File: src/rtl/sram_access_arbiter.sv
// N-channel request arbiter onto one single-port SRAM, with read-data return
// routing and an exclusive channel-0 update mode that drains in-flight reads first.
module sram_access_arbiter #(
    parameter int unsigned NUM_CH   = 3,
    parameter int unsigned AW       = 4,
    parameter int unsigned DW       = 16,
    parameter int unsigned RD_LAT   = 1,
    parameter int unsigned ARB_MODE = 1
) (
    input  logic                 iClk,
    input  logic                 iRst,
    input  logic                 iUpdateFlag,
    input  logic [NUM_CH-1:0]    iReq,
    input  logic [NUM_CH-1:0]    iWrn,
    input  logic [NUM_CH*AW-1:0] iAddr,
    input  logic [NUM_CH*DW-1:0] iWrDt,
    output logic [NUM_CH-1:0]    oGnt,
    output logic                 oCsn_Mux,
    output logic                 oWrn_Mux,
    output logic [AW-1:0]        oAddr_Mux,
    output logic [DW-1:0]        oWrDt_Mux,
    input  logic [DW-1:0]        iRdDt,
    output logic [DW-1:0]        oRdDt,
    output logic [NUM_CH-1:0]    oRdVld,
    output logic                 oUpdBusy
);
    localparam int unsigned CW = (NUM_CH > 1) ? $clog2(NUM_CH) : 1;

    typedef enum logic [1:0] {
        ST_NORMAL = 2'd0,
        ST_DRAIN  = 2'd1,
        ST_UPDATE = 2'd2
    } state_t;

    state_t            state;
    state_t            state_nxt;
    logic [NUM_CH-1:0] eligible;
    logic [NUM_CH-1:0] req_elig;
    logic [CW-1:0]     rr_ptr;
    logic [CW-1:0]     base;
    logic [CW:0]       cand;
    logic              gnt_any;
    logic [CW-1:0]     gnt_idx;

    // Read tag of the command on the bus, then RD_LAT stages until data returns
    logic              cmd_rd_vld;
    logic [CW-1:0]     cmd_rd_ch;
    logic [RD_LAT-1:0] tag_vld;
    logic [CW-1:0]     tag_ch [RD_LAT];
    logic              pipe_empty;

    assign pipe_empty = !cmd_rd_vld && (tag_vld == '0);

    always_ff @(posedge iClk) begin
        if (iRst) begin
            state <= ST_NORMAL;
        end else begin
            state <= state_nxt;
        end
    end

    always_comb begin
        state_nxt = state;
        case (state)
            ST_NORMAL: if (iUpdateFlag) state_nxt = ST_DRAIN;
            ST_DRAIN: begin
                if (!iUpdateFlag) begin
                    state_nxt = ST_NORMAL;
                end else if (pipe_empty) begin
                    state_nxt = ST_UPDATE;
                end
            end
            ST_UPDATE: if (!iUpdateFlag) state_nxt = ST_NORMAL;
            default:   state_nxt = ST_NORMAL;
        endcase
    end

    // No grants on the cycle the flag is first seen or the cycle it drops
    always_comb begin
        eligible = '0;
        oUpdBusy = 1'b0;
        case (state)
            ST_NORMAL: if (!iUpdateFlag) eligible = '1;
            ST_DRAIN:  oUpdBusy = 1'b1;
            ST_UPDATE: begin
                oUpdBusy = 1'b1;
                if (iUpdateFlag) eligible[0] = 1'b1;
            end
            default: eligible = '0;
        endcase
        if (iRst) eligible = '0;
    end

    assign req_elig = iReq & eligible;
    assign base     = (ARB_MODE == 1) ? rr_ptr : '0;

    // Circular search from base; base is 0 in fixed-priority mode
    always_comb begin
        oGnt    = '0;
        gnt_any = 1'b0;
        gnt_idx = '0;
        cand    = '0;
        for (int unsigned i = 0; i < NUM_CH; i++) begin
            cand = (CW+1)'(base) + (CW+1)'(i);
            if (cand >= (CW+1)'(NUM_CH)) cand = cand - (CW+1)'(NUM_CH);
            if (!gnt_any && req_elig[cand[CW-1:0]]) begin
                gnt_any = 1'b1;
                gnt_idx = cand[CW-1:0];
            end
        end
        if (gnt_any) oGnt[gnt_idx] = 1'b1;
    end

    always_ff @(posedge iClk) begin
        if (iRst) begin
            oCsn_Mux   <= 1'b1;
            oWrn_Mux   <= 1'b1;
            oAddr_Mux  <= '0;
            oWrDt_Mux  <= '0;
            cmd_rd_vld <= 1'b0;
            cmd_rd_ch  <= '0;
            rr_ptr     <= '0;
        end else begin
            oCsn_Mux   <= !gnt_any;
            oWrn_Mux   <= gnt_any ? iWrn[gnt_idx] : 1'b1;
            cmd_rd_vld <= gnt_any && iWrn[gnt_idx];
            cmd_rd_ch  <= gnt_idx;
            if (gnt_any) begin
                oAddr_Mux <= iAddr[32'(gnt_idx)*AW +: AW];
                oWrDt_Mux <= iWrDt[32'(gnt_idx)*DW +: DW];
            end
            // Pointer is frozen while channel 0 owns the SRAM
            if (gnt_any && state == ST_NORMAL) begin
                rr_ptr <= (gnt_idx == CW'(NUM_CH-1)) ? '0 : gnt_idx + CW'(1);
            end
        end
    end

    always_ff @(posedge iClk) begin
        if (iRst) begin
            tag_vld <= '0;
            for (int unsigned i = 0; i < RD_LAT; i++) tag_ch[i] <= '0;
            oRdVld <= '0;
            oRdDt  <= '0;
        end else begin
            tag_vld[0] <= cmd_rd_vld;
            tag_ch[0]  <= cmd_rd_ch;
            for (int unsigned i = 1; i < RD_LAT; i++) begin
                tag_vld[i] <= tag_vld[i-1];
                tag_ch[i]  <= tag_ch[i-1];
            end
            oRdVld <= '0;
            if (tag_vld[RD_LAT-1]) begin
                oRdVld[tag_ch[RD_LAT-1]] <= 1'b1;
                oRdDt                    <= iRdDt;
            end
        end
    end

endmodule

File: config.mk
export PLATFORM = sky130hd
export DESIGN_NAME = sram_access_arbiter
export DESIGN_NICKNAME = d
export VERILOG_FILES = /design/src/rtl/sram_access_arbiter.sv
export SDC_FILE = /design/constraint.sdc
export NUM_CORES = 1
export LEC_CHECK = 0
export BUFFER_PORTS_ARGS = -buffer_cell sky130_fd_sc_hd__buf_2
export CORE_ASPECT_RATIO = 0.75
export CORE_UTILIZATION = 45
export CTS_BUF_LIST = sky130_fd_sc_hd__clkbuf_8 sky130_fd_sc_hd__clkbuf_16
export DETAILED_ROUTE_END_ITERATION = 10
export GPL_TIMING_DRIVEN = 0
export PLACE_DENSITY = 0.89
export SKIP_CTS_REPAIR_TIMING = 1
export SYNTH_ARGS = -nofsm -noshare
export SYNTH_HDL_FRONTEND = slang
export SYNTH_SLANG_ARGS = --single-unit
File: constraint.sdc
create_clock -name iClk -period 2.85 [get_ports iClk]
set_input_delay 0.285 -clock iClk [delete_from_list [all_inputs] [get_ports iClk]]
set_output_delay 0.285 -clock iClk [all_outputs]
set_load 0.02 [all_outputs]
; ---- Word level (Yosys, flattened, before mapping)
; Memories as Yosys holds them, arrays and structs flattened.
; Index checks and enable logic that the tools add are counted.
[totals]
in_bits = 85
mem_count = 1
reg_bits = 49
ram_bits = 2
[op_classes]
n_eq_ne = 6
order_cmp = 10
bitwise = 3
n_shift = 2
addsub = 6
n_reduce_logical = 17
mux = 39
[memory_table]
columns = memory, words, width, read_ports, rd_ports_with_merged_regs, wr, line_no
row1 = tag_ch, 1, 2, 1, 0, 1, 49  ; logic [CW-1:0] tag_ch [RD_LAT];
[ops]
columns = cell, n
row1 = $shiftx 48x7->16, 1
row2 = $mux 2, 13
row3 = $lt 2x3->1 const B, 5
row4 = $mux 1, 15
row5 = $shiftx 12x5->4, 1
row6 = $mux 3, 3
row7 = $bmux 1 s2, 4
row8 = $reduce_or 2->1, 4
row9 = $logic_and 1x1->1, 7
row10 = $ge 3x2->1 const B, 2
row11 = $pmux 2 s3, 1
row12 = $sub 2x2->2 const B, 3
row13 = $demux 1 s2, 2
row14 = $eq 2x2->1 const B, 2
row15 = $ge 2x1->1 const B, 2
row16 = $logic_not 1->1, 4
row17 = $ne 2x2->1 const B, 2
row18 = $add 2x1->3 const B, 1
row19 = $add 2x2->3 const B, 1
row20 = $and 3x3->3, 1
row21 = $ne 3x3->1 const B, 1
row22 = $reduce_and 3->1, 1
row23 = $add 2x1->2 const B, 1
row24 = $eq 2x1->1 const B, 1
row25 = other kinds (4), 5

; ---- Longest topological paths before layout
; Gate-level depths: netlist (run 1).
[depth]
word_depth = 18
mapped_depth = 10
depth_no_buf = 8

; ---- Worst setup path after synthesis (run 1)
; OpenSTA, ideal clock, no wires.
[synth_path]
path_type = flip-flop to output port
start = register state[0]
end = output port oGnt[0]
path_stages_with_launch = 8
t_arrival_ps = 2049
required_time_ps = 2565
setup_slack_ps = 516
path_cell_list = dfxtp_1 > inv_1 > ha_1 > or3b_1 > o32ai_2 > nand3_2 > clkbuf_1 > nor2_1
[synth_via]
elab_chain_cells = 18
[synth_lines]
columns = item, line_no
row1 = "start, declared", 35  ; state_t state;
row2 = "start signal, assigned", 58  ; state <= state_nxt;
row3 = $eq 2x2->1 or $logic_not 2->1 (tied branches), 82  ; case (state)
row4 = $pmux 1 s2 or $mux 2 (tied branches), 82
row5 = $mux 3 *, 91  ; if (iRst) eligible = '0;
row6 = $and 3x3->3 *, 94  ; assign req_elig = iReq & eligible;
row7 = $bmux 1 s2, 106  ; if (!gnt_any && req_elig[cand[CW-1:0]]) begin
row8 = $mux 1 (not written as such), 106
row9 = $mux 1, 106
row10 = $logic_not 1->1, 106
row11 = [... 2 more ...], --
row12 = $logic_not 1->1, 106
row13 = $logic_and 1x1->1, 106
row14 = $mux 2, 106
row15 = $lt 2x3->1 (not written as such) or $ge 2x1->1 (tied branches), 111  ; if (gnt_any) oGnt[gnt_idx] = 1'b1;
row16 = $logic_and 1x1->1 (not written as such), 111
row17 = $mux 1 (not written as such), 111
row18 = $demux 1 s2, 111
row19 = $mux 3 *, 111
row20 = "end, declared", 17  ; output logic [NUM_CH-1:0] oGnt,
; Every way passes the cells marked *; elsewhere a longest branch is shown, timed or not. The select of a mux whose other input is x is not followed.

; ---- Worst setup path in the final report (run 1)
[layout_path]
start = register rr_ptr[0] (netlist: base[0])
end = output port oGnt[0]
[layout_via]
elab_chain_cells = 16
[layout_lines]
columns = item, line_no
row1 = "start, declared", 39  ; logic [CW-1:0] rr_ptr;
row2 = "start signal, assigned", 134  ; rr_ptr <= (gnt_idx == CW'(NUM_CH-1)) ? '0 : gnt_idx + CW'(1);
row3 = "parallel branches: the longest is 15 deep, another holds $add 2x1->3", --
row4 = $mux 3 *, 111
; Every way passes the cells marked *. The select of a mux whose other input is x is not followed.

==> qor.txt, run 1 <==
status: complete, no violations
WL per Instance: 14.2 um
TritonCTS Buffers: 5
crit path launch type: flip-flop
vias: 2543
H-tree level count: 2
VDD IR max: 409 uV
Post-synth ARST share: 0%
sequential area share after synthesis: 41.9%
clock sinks: 51
Post-DP HPWL: 5120 um
final setup fails: 0
GR Overflow Total: 0
Max Root-Sink Buffers: 2
Crit Reg-Reg Startpoint: state[1]$_SDFFE_PP0P_
clock latency at the later pin of the worst-skew pair: 0.30 ns
Mapped Avg Cell Area: 9.19 um^2
flop2flop setup slack: 0.41 ns
Placer Congestion: 0.844
die area: 0.00571 mm^2
worst slew pin tran: 0.679 ns
Post-synth EDFFs: 0
Pre-antenna DRT Iters: 4
Final Max Tran Viols: 0
slew margin rel.: 54.7%
synth-to-layout area growth: 36.5%
core area: 0.00504 mm^2
Die X: 86.9 um
Fillers: 448
worst min-delay path startpoint: iRdDt[7]
CP top delay family: simple AND/OR/NAND/NOR gates
Worst path max stage delay: 0.59 ns
antenna-violating nets left: 0
initial antenna violation count: 0
Cell variety after synth: 40
Worst setup EP type: primary output
CTS tree: yes
Worst Path Max Fanout: 10
DRT iter0 DRCs: 145
Min Hold Slack: 0.215 ns
clock slew at reported path FFs: 0.09 ns
post-route cell area: 0.00332 mm^2
Initial Util: 48.3%
pin count of the biggest net entering global routing: 18
most common cell after layout, fill and taps aside: buf_2
Total Wirelength: 6760 um
Crit-path slowest cell: or4_4
post-synthesis cell count: 265
synth warn: 0
die height: 65.7 um
dpl cell area: 0.00317 mm^2
reg-to-reg endpoint: oAddr_Mux[1]$_SDFFE_PP0N_
Cell Rows: 22
Total Neg Setup Slack: 0 ns
share of layout cells above drive strength 1: 40.6%
I/O Pins: 130
most frequent cells in the layout: buf_2, dfxtp_1, nand2_1
crit path kind: reg -> out
GR Util All Layers: 24.1%
Period minus WS final: 2.69 ns
Primary FF master, synth: dfxtp_1
Buffers & Inverters on Critical Path: 3
Max-Cap Viols: 0
worst r2r path cells: 9
Worst Hold Class: in -> reg
global-route wire length before repair: 10800 um
f_max: 372 MHz
Synth Net Count: 356
pwr/cell area: 764 mW/mm^2
Hold Path End: oRdDt[7]$_SDFFE_PP0P_
Hold Fails Final Rpt: 0
crit-path cells: inv_1 -> ha_1 -> or4_4 -> o2111ai_4 -> buf_6 -> nand2_1 -> nor2_1 -> buf_2
Critical Path RT: 2.57 ns
vias in the first global route: 2434
post-synthesis cell area: 0.00243 mm^2
port bufs: 129
Vias/cell: 5.34
Synth Register Bits: 51
Critical Path AT: 2.40 ns
Period Utilization, post-route: 94.2%
Clk Tree Root Cell: clkbuf_8
ANT cells: 0
Residual DRC: 0
Nets: 494
Lkg Pwr: 1.55 nW
RSZ-0062 raised after global routing: no
hold depth: 3
Worst Skew: 0.00488 ns
cells in the mapped netlist, drive strengths merged, types with 2 or more instances:
master	count	area, um^2
a21oi	22	110
or4	2	22.5
ha	6	75.1
nor2b	3	18.8
nand3	22	115
mux2i	18	180
a211oi	2	25.0
buf	9	81.3
nor2	22	82.6
nand2b	22	138
nand2	23	86.3
a32oi	20	175
o21ai	2	10.0
nor4bb	2	20.0
inv	10	40.0
clkbuf	11	41.3
a31oi	2	12.5
dfxtp	51	1020
power by group:
group,internal (W),switching (W),total (W)
combinational,0.000406,0.000645,0.00105
clock,0.000266,0.000246,0.000512
sequential,0.000886,0.0000884,0.000975
total,0.00156,0.000979,0.00254
state kept, by name, summed over array words and instances, names as in the netlist:
name and count:
tag_ch 2, oCsn_Mux 1, base 2, oWrn_Mux 1, cmd_rd_vld 1, state 2, oWrDt_Mux 16, oAddr_Mux 4
oRdVld 3, oRdDt 16, cmd_rd_ch 2, tag_vld 1
cell families after synthesis:
kind of cell | synth area share, %
fa+ha+maj | 3.08
simple gates | 23.2
mux | 7.40
compound gates | 17.7
flops | 41.9
buf+inv | 6.68
metal layers:
layer | GRT usage, % | wire length, um | up-vias
li1 | - | - | 1227
met1 | 29.4 | 3020 | 1177
met2 | 41.0 | 3120 | 128
met3 | 6.16 | 517 | 11
met4 | 8.75 | 95 | 0
met5 | 0 | 0 | -
final cells by class:
| cell class | instances | area [um^2] | share of cell area [%] |
|---|---|---|---|
| clock inverters | 3 | 47.5 | 1.43 |
| plain buffers | 19 | 120 | 3.61 |
| clock buffers | 5 | 68.8 | 2.07 |
| repair buffers | 132 | 668 | 20.1 |
| flip-flops and latches | 51 | 1020 | 30.7 |
| multi-input cells | 184 | 1270 | 38.1 |
| inverters | 10 | 40.0 | 1.20 |
| well taps | 72 | 90.1 | 2.71 |
worst min-delay path, cell delays in order:
cell,delay (ns)
buf_2,0.07
mux2i_1,0.05
nor2_1,0.07
worst max-delay path by stage:
stage	start	end	slack, ns	cells past startpoint
finish	base[0]$_SDFFE_PP0P_	oGnt[0]	0.16	8
global route	state[0]$_SDFFE_PP0P_	oGnt[0]	0.02	9
CTS	state[1]$_SDFFE_PP0P_	oGnt[0]	-0.15	8
detailed placement	state[0]$_SDFFE_PP0P_	oGnt[0]	0.20	8
global placement	state[1]$_SDFFE_PP0P_	oGnt[0]	0.25	8
floorplan	state[0]$_SDFFE_PP0P_	oGnt[0]	0.52	7
per-stage QoR:
step	util, %	instances	power, W	setup slack (ns)
4_1_cts	65.3	474	0.00251	-0.153
3_3_place_gp	62.9	466	0.00196	0.248
2_1_floorplan	-	265	0.00165	0.516
3_5_place_dp	62.9	466	0.00200	0.202
6_report	66.0	476	0.00254	0.164
5_1_grt	66.0	476	0.00269	0.0242
(Power assumes the default switching activity.)
==> run 2, diff against run 1 <==
--- a/config.mk
+++ b/config.mk
@@ -5,13 +5,13 @@
 export SDC_FILE = /design/constraint.sdc
 export NUM_CORES = 1
 export LEC_CHECK = 0
-export BUFFER_PORTS_ARGS = -buffer_cell sky130_fd_sc_hd__buf_2
 export CORE_ASPECT_RATIO = 0.75
-export CORE_UTILIZATION = 45
+export CORE_UTILIZATION = 56
 export CTS_BUF_LIST = sky130_fd_sc_hd__clkbuf_8 sky130_fd_sc_hd__clkbuf_16
 export DETAILED_ROUTE_END_ITERATION = 10
+export DONT_BUFFER_PORTS = 1
 export GPL_TIMING_DRIVEN = 0
-export PLACE_DENSITY = 0.89
+export PLACE_DENSITY = 0.83
 export SKIP_CTS_REPAIR_TIMING = 1
 export SYNTH_ARGS = -nofsm -noshare
 export SYNTH_HDL_FRONTEND = slang
==> constraint.sdc (replaced) <==
create_clock -name iClk -period 2.2 [get_ports iClk]
set_input_delay 0.22 -clock iClk [delete_from_list [all_inputs] [get_ports iClk]]
set_output_delay 0.22 -clock iClk [all_outputs]
set_load 0.02 [all_outputs]
==> run 2 against run 1 <==
Effect of this change: the flow now finishes with violations (negative setup slack); via count down 17%; clock skew up 0.0046 ns; hold slack got worse by 0.14 ns; setup slack got worse by 0.37 ns; critical endpoint unchanged; largest cell class unchanged; highest routed layer unchanged.
==> qor.txt, run 2 (synthesis gave the netlist of run 1 again) <==
Pre-antenna DRT Iters: 6 (+2)
Reg power frac: 48.1% (+9.7 points)
Buffers & Inverters on Critical Path: 2 (-1)
crit-path cells: inv_2 -> ha_4 -> or3b_4 -> o311ai_4 -> nand3_4 -> buf_8 -> nor2_4
die height: 59.1 um (-10%)
setup slack after placement: -0.329 ns (-0.532 ns)
TritonCTS Buffers: 5 (unchanged)
Worst Hold Class: in -> reg
Post-DP HPWL: 4260 um (-17%)
Residual DRC: 0 (unchanged)
Hold Fails Final Rpt: 0 (unchanged)
Worst path max stage delay: 0.43 ns (-0.16 ns)
Worst setup EP type: primary output
DRT iter0 DRCs: 105 (-28%)
vias in the first global route: 1901 (-22%)
Crit-path slowest cell: or3b_4
Final Max Tran Viols: 0 (unchanged)
Net Sw Frac: 38.9% (+0.31 points)
dpl cell area: 0.00251 mm^2 (-21%)
status: finished, violations left
Period Utilization, post-route: 109%
Worst Skew: 0.00951 ns (+0.00462 ns)
pin count of the biggest net entering global routing: 16 (-2)
CP top delay family: simple AND/OR/NAND/NOR gates
Clk Tree Root Cell: clkbuf_8
die area: 0.00462 mm^2 (-19%)
Period minus WS final: 2.41 ns
crit path kind: reg -> out
Nets: 380 (-23%)
initial antenna violation count: 0 (unchanged)
slew margin rel.: 49.9% (-4.8 points)
GR Util All Layers: 24.4% (+0.34 points)
pwr/cell area: 1110 mW/mm^2 (+46%)
RSZ-0062 raised after global routing: yes
final setup fails: 13 (+13)
core area: 0.00410 mm^2 (-19%)
flop2flop setup slack: -0.09 ns (-0.50 ns)
Die X: 78.1 um (-10%)
Combinational Power Share: 32.7% (-8.7 points)
Max-Cap Viols: 0 (unchanged)
Placer Congestion: 0.801 (-5.1%)
share of layout cells above drive strength 1: 25.3% (-15 points)
Lkg Pwr: 1.07 nW (-31%)
Max Root-Sink Buffers: 2 (unchanged)
GR Overflow Total: 0 (unchanged)
clock sinks: 51 (unchanged)
global-route wire length before repair: 8770 um (-19%)
VDD IR max: 665 uV (+62%)
Total Wirelength: 6380 um (-5.5%)
final worst setup slack: -0.206 ns (-0.371 ns)
f_max: 416 MHz
Worst Path Max Fanout: 6 (-4)
crit path launch type: flip-flop
internal power: 0.00197 W (+26%)
fin util: 70.5% (+4.5 points)
WL per Instance: 18.6 um (+31%)
Vias/cell: 6.13 (+15%)
Initial Util: 59.3% (+11 points)
clock latency at the later pin of the worst-skew pair: 0.30 ns (about the same)
clock slew at reported path FFs: 0.09 ns (about the same)
most common cell after layout, fill and taps aside: dfxtp_1
Cell Rows: 20 (-9.1%)
antenna-violating nets left: 0 (unchanged)
I/O Pins: 130 (unchanged)
most frequent cells in the layout: dfxtp_1, nand2b_1, nand2_1, nor2_1, nand3_1
Regs by FF count: oRdDt: 16 flops, oWrDt_Mux: 16 flops, oAddr_Mux: 4 flops
port bufs: 0 (-100%)
vias: 2107 (-17%)
part of the power in the clock network: 19.3% (-0.9 points)
ANT cells: 0 (unchanged)
CTS tree: yes
synth-to-layout area growth: 18.9%
Critical Path RT: 1.98 ns (-0.59 ns)
sw power: 0.00125 W (+28%)
H-tree level count: 2 (unchanged)
worst slew pin tran: 0.751 ns (+0.0720 ns)
violated checks: negative setup slack
post-route cell area: 0.00289 mm^2 (-13%)
Critical Path AT: 2.19 ns (-0.21 ns)
## run 2: changes by cell type in the layout (fill, tap and decap cells not counted), sizes merged
cell      before  now
buf          142   30
clkbuf        14   12
clkinv         1    0
clkinvlp       0    1
inv           11   10
## run 2: stage by stage
step	instances	TNS (ns)	power (W)	hold WS (ns)
floorplan	265	0	0.00214	0.364
global placement	320	-3.62	0.00230	0.370
detailed placement	320	-3.83	0.00233	0.378
CTS	327	-5.56	0.00295	0.0681
global route	344	-2.60	0.00339	0.0568
finish	344	-1.02	0.00322	0.0707
## run 2: worst paths after layout
check | start | to | depth (start not counted)
worst max register to register | state[0]$_SDFFE_PP0P_ | oWrDt_Mux[14]$_SDFFE_PP0N_ | 9
worst min register to register | cmd_rd_ch[0]$_SDFF_PP0_ | tag_ch[0][0]$_SDFF_PP0_ | 1
worst min-delay path | iWrn[2] | oWrn_Mux$_SDFF_PP1_ | 2
worst max-delay path | state[0]$_SDFFE_PP0P_ | oGnt[0] | 7
## run 2: power by group through the flow
stage	combinational [W]	sequential, W	clock, W
2_1_floorplan	0.000629	0.00151	0
3_5_place_dp	0.000768	0.00156	0
3_3_place_gp	0.000751	0.00155	0
5_1_grt	0.00115	0.00157	0.000672
4_1_cts	0.000776	0.00154	0.000634
6_report	0.00105	0.00155	0.000620
## run 2: metal layers
layer / up-vias / routed length (um) / share of wire, % / GRT usage [%]
li1: 994 / - / - / -
met1: 1031 / 2790 / 44 / 31.1
met2: 78 / 3190 / 50 / 40.1
met3: 4 / 369 / 5.8 / 7.54
met4: 0 / 34 / 0.53 / 7.94
met5: - / 0 / 0 / 0
## run 2: worst register-to-register path: cells and delay by family, from the launching register on
family	cells	cell delay, ns
simple gates	2	0.60
fa+ha+maj	1	0.18
buf+inv	3	0.46
compound gates	3	0.60
flops	1	0.34
## run 2: layout make-up
class	count	area, um^2
multi-input combinational	184	1370
fill	316	1210
sequential	51	1030
buffer	19	141
timing repair buffer	18	139
clock buffer	5	68.8
tap	55	68.8
inverter	10	40.0
clock inverter	2	37.5
==> run 3, diff against run 2 <==
--- a/config.mk
+++ b/config.mk
@@ -12,6 +12,8 @@
 export DONT_BUFFER_PORTS = 1
 export GPL_TIMING_DRIVEN = 0
 export PLACE_DENSITY = 0.83
+export RECOVER_POWER = 25
+export REMOVE_ABC_BUFFERS = 1
 export SKIP_CTS_REPAIR_TIMING = 1
 export SYNTH_ARGS = -nofsm -noshare
 export SYNTH_HDL_FRONTEND = slang
==> run 3 against run 2 <==
Effect of this change: combinational power grew 9.5%; register-to-register slack about the same; largest cell class unchanged; the run still ends with negative setup slack left; critical path type unchanged; highest routed layer unchanged; die area unchanged.
==> qor.txt, run 3 (synthesis gave the netlist of run 1 again) <==
slew margin rel.: 30.3% (-20 points)
Initial Util: 59.3% (unchanged)
most common cell after layout, fill and taps aside: dfxtp_1
vias: 2276 (+8.0%)
Final Max Tran Viols: 0 (unchanged)
reg-to-reg endpoint: oAddr_Mux[1]$_SDFFE_PP0N_
final setup fails: 14 (+1)
part of the power in the clock network: 19.3% (about the same)
Total Wirelength: 7820 um (+22%)
Critical Path RT: 1.98 ns (about the same)
status: finished, violations left
ANT cells: 0 (unchanged)
Max-Cap Viols: 0 (unchanged)
vias in the first global route: 1990 (+4.7%)
crit path launch type: flip-flop
Worst Path Max Fanout: 6 (unchanged)
TritonCTS Buffers: 5 (unchanged)
worst min-delay path startpoint: iRdDt[3]
die area: 0.00462 mm^2 (unchanged)
CTS tree: yes
internal power: 0.00199 W (+1.0%)
Vias/cell: 6.67 (+9.0%)
Lkg Pwr: 1.09 nW (+2.1%)
f_max: 437 MHz (+5.1%)
die height: 59.1 um (unchanged)
Hold Path End: oRdDt[3]$_SDFFE_PP0P_
Pre-antenna DRT Iters: 5 (-1)
fin util: 73.3% (+2.8 points)
Placer Congestion: 0.809 (+1.0%)
worst r2r path cells: 8 (-1)
Worst Skew: 0.00904 ns (-0.000470 ns)
antenna-violating nets left: 0 (unchanged)
Clk Tree Root Cell: clkbuf_8
Crit Reg-Reg Startpoint: state[1]$_SDFFE_PP0P_
GR Util All Layers: 24.5% (+0.085 points)
H-tree level count: 2 (unchanged)
Period minus WS final: 2.29 ns (-0.116 ns)
Nets: 377 (-0.79%)
VDD IR max: 636 uV (-4.4%)
port bufs: 0 (unchanged)
flop2flop setup slack: -0.08 ns (about the same)
Net Sw Frac: 41.2% (+2.3 points)
Cell Rows: 20 (unchanged)
synth-to-layout area growth: 23.6%
crit path kind: reg -> out
WL per Instance: 22.9 um (+24%)
DRT iter0 DRCs: 185 (+76%)
clock latency at the later pin of the worst-skew pair: 0.31 ns (about the same)
I/O Pins: 130 (unchanged)
violated checks: negative setup slack
most frequent cells in the layout: dfxtp_1, nand2b_1, nand2_1, buf_4
share of layout cells above drive strength 1: 25.9% (+0.61 points)
global-route wire length before repair: 8780 um (+0.16%)
Combinational Power Share: 34.1% (+1.4 points)
initial antenna violation count: 0 (unchanged)
Period Utilization, post-route: 104% (-5.3 points)
Worst Hold Class: in -> reg
setup slack after placement: -0.785 ns (-0.455 ns)
pwr/cell area: 1120 mW/mm^2 (+1.0%)
clock slew at reported path FFs: 0.10 ns (about the same)
Die X: 78.1 um (unchanged)
Fillers: 311 (-1.6%)
GR Overflow Total: 0 (unchanged)
Critical Path AT: 2.07 ns (-0.12 ns)
Regs by FF count: oRdDt: 16 flops, oWrDt_Mux: 16 flops, oAddr_Mux: 4 flops
Post-DP HPWL: 3730 um (-12%)
pin count of the biggest net entering global routing: 52 (+36)
Worst setup EP type: primary output
final worst setup slack: -0.0904 ns (+0.116 ns)
worst slew pin tran: 1.04 ns (+0.293 ns)
sw power: 0.00139 W (+11%)
hold depth: 2 (unchanged)
Hold Fails Final Rpt: 0 (unchanged)
Reg power frac: 46.6% (-1.5 points)
clock sinks: 51 (unchanged)
Max Root-Sink Buffers: 2 (unchanged)
RSZ-0062 raised after global routing: yes
Residual DRC: 0 (unchanged)
core area: 0.00410 mm^2 (unchanged)
==> run 3: worst max path at each step <==
| stage | startpoint | endpoint | cells after the start |
|---|---|---|---|
| global placement | state[1]$_SDFFE_PP0P_ | oGnt[0] | 6 |
| global route | state[0]$_SDFFE_PP0P_ | oGnt[0] | 7 |
| CTS | state[0]$_SDFFE_PP0P_ | oGnt[0] | 6 |
| finish | state[1]$_SDFFE_PP0P_ | oGnt[0] | 7 |
| floorplan | state[0]$_SDFFE_PP0P_ | oGnt[0] | 6 |
| detailed placement | state[0]$_SDFFE_PP0P_ | oGnt[0] | 6 |
==> run 3: routing by layer <==
layer  vias up  GRT usage (%)  share of wire, %
met1      1122           28.1                41
met2       136           44.2                48
met5         -              0                 0
met3        11           6.46               9.5
li1       1007              -                 -
met4         0           10.1               1.4
==> run 3: power by group through the flow <==
stage          Combinational, W  Sequential (W)  Clock, W
5_1_grt                 0.00122         0.00160  0.000692
4_1_cts                0.000701         0.00156  0.000645
3_3_place_gp           0.000664         0.00157         0
6_report                0.00115         0.00158  0.000653
2_1_floorplan          0.000569         0.00152         0
3_5_place_dp           0.000696         0.00158         0
==> run 3: area by class of cell <==
| class | instances | area (um^2) | area share (%) |
|---|---|---|---|
| Tap cell | 55 | 68.8 | 2.29 |
| Multi-Input combinational cell | 189 | 1490 | 49.5 |
| Inverter | 10 | 62.6 | 2.08 |
| Timing Repair inverter | 2 | 17.5 | 0.582 |
| Timing Repair Buffer | 27 | 235 | 7.82 |
| Clock buffer | 5 | 68.8 | 2.29 |
| Sequential cell | 51 | 1030 | 34.2 |
| Clock inverter | 2 | 37.5 | 1.25 |
==> run 3: worst max-delay path, stage by stage, from the launching register on <==
cell and delay, ns:
dfxtp_4 0.38, inv_4 0.07, ha_4 0.18, mux2i_4 0.11, or4_4 0.55, o2111ai_4 0.16
nand2_2 0.13, nor2_4 0.20
==> run 3: through the flow <==
| stage | hold slack, ns | area [um^2] | TNS, ns | std cells | total power, W |
|---|---|---|---|---|---|
| after CTS | -0.0285 | 2490 | -16.82 | 307 | 0.00290 |
| final | 0.0662 | 3010 | -0.615 | 341 | 0.00338 |
| after global routing | 0.0693 | 3010 | -1.39 | 341 | 0.00351 |
| after global placement | 0.295 | 2380 | -13.52 | 300 | 0.00223 |
| after detailed placement | 0.296 | 2380 | -14.94 | 300 | 0.00227 |
| after floorplan | 0.285 | 2310 | -3.35 | 245 | 0.00209 |
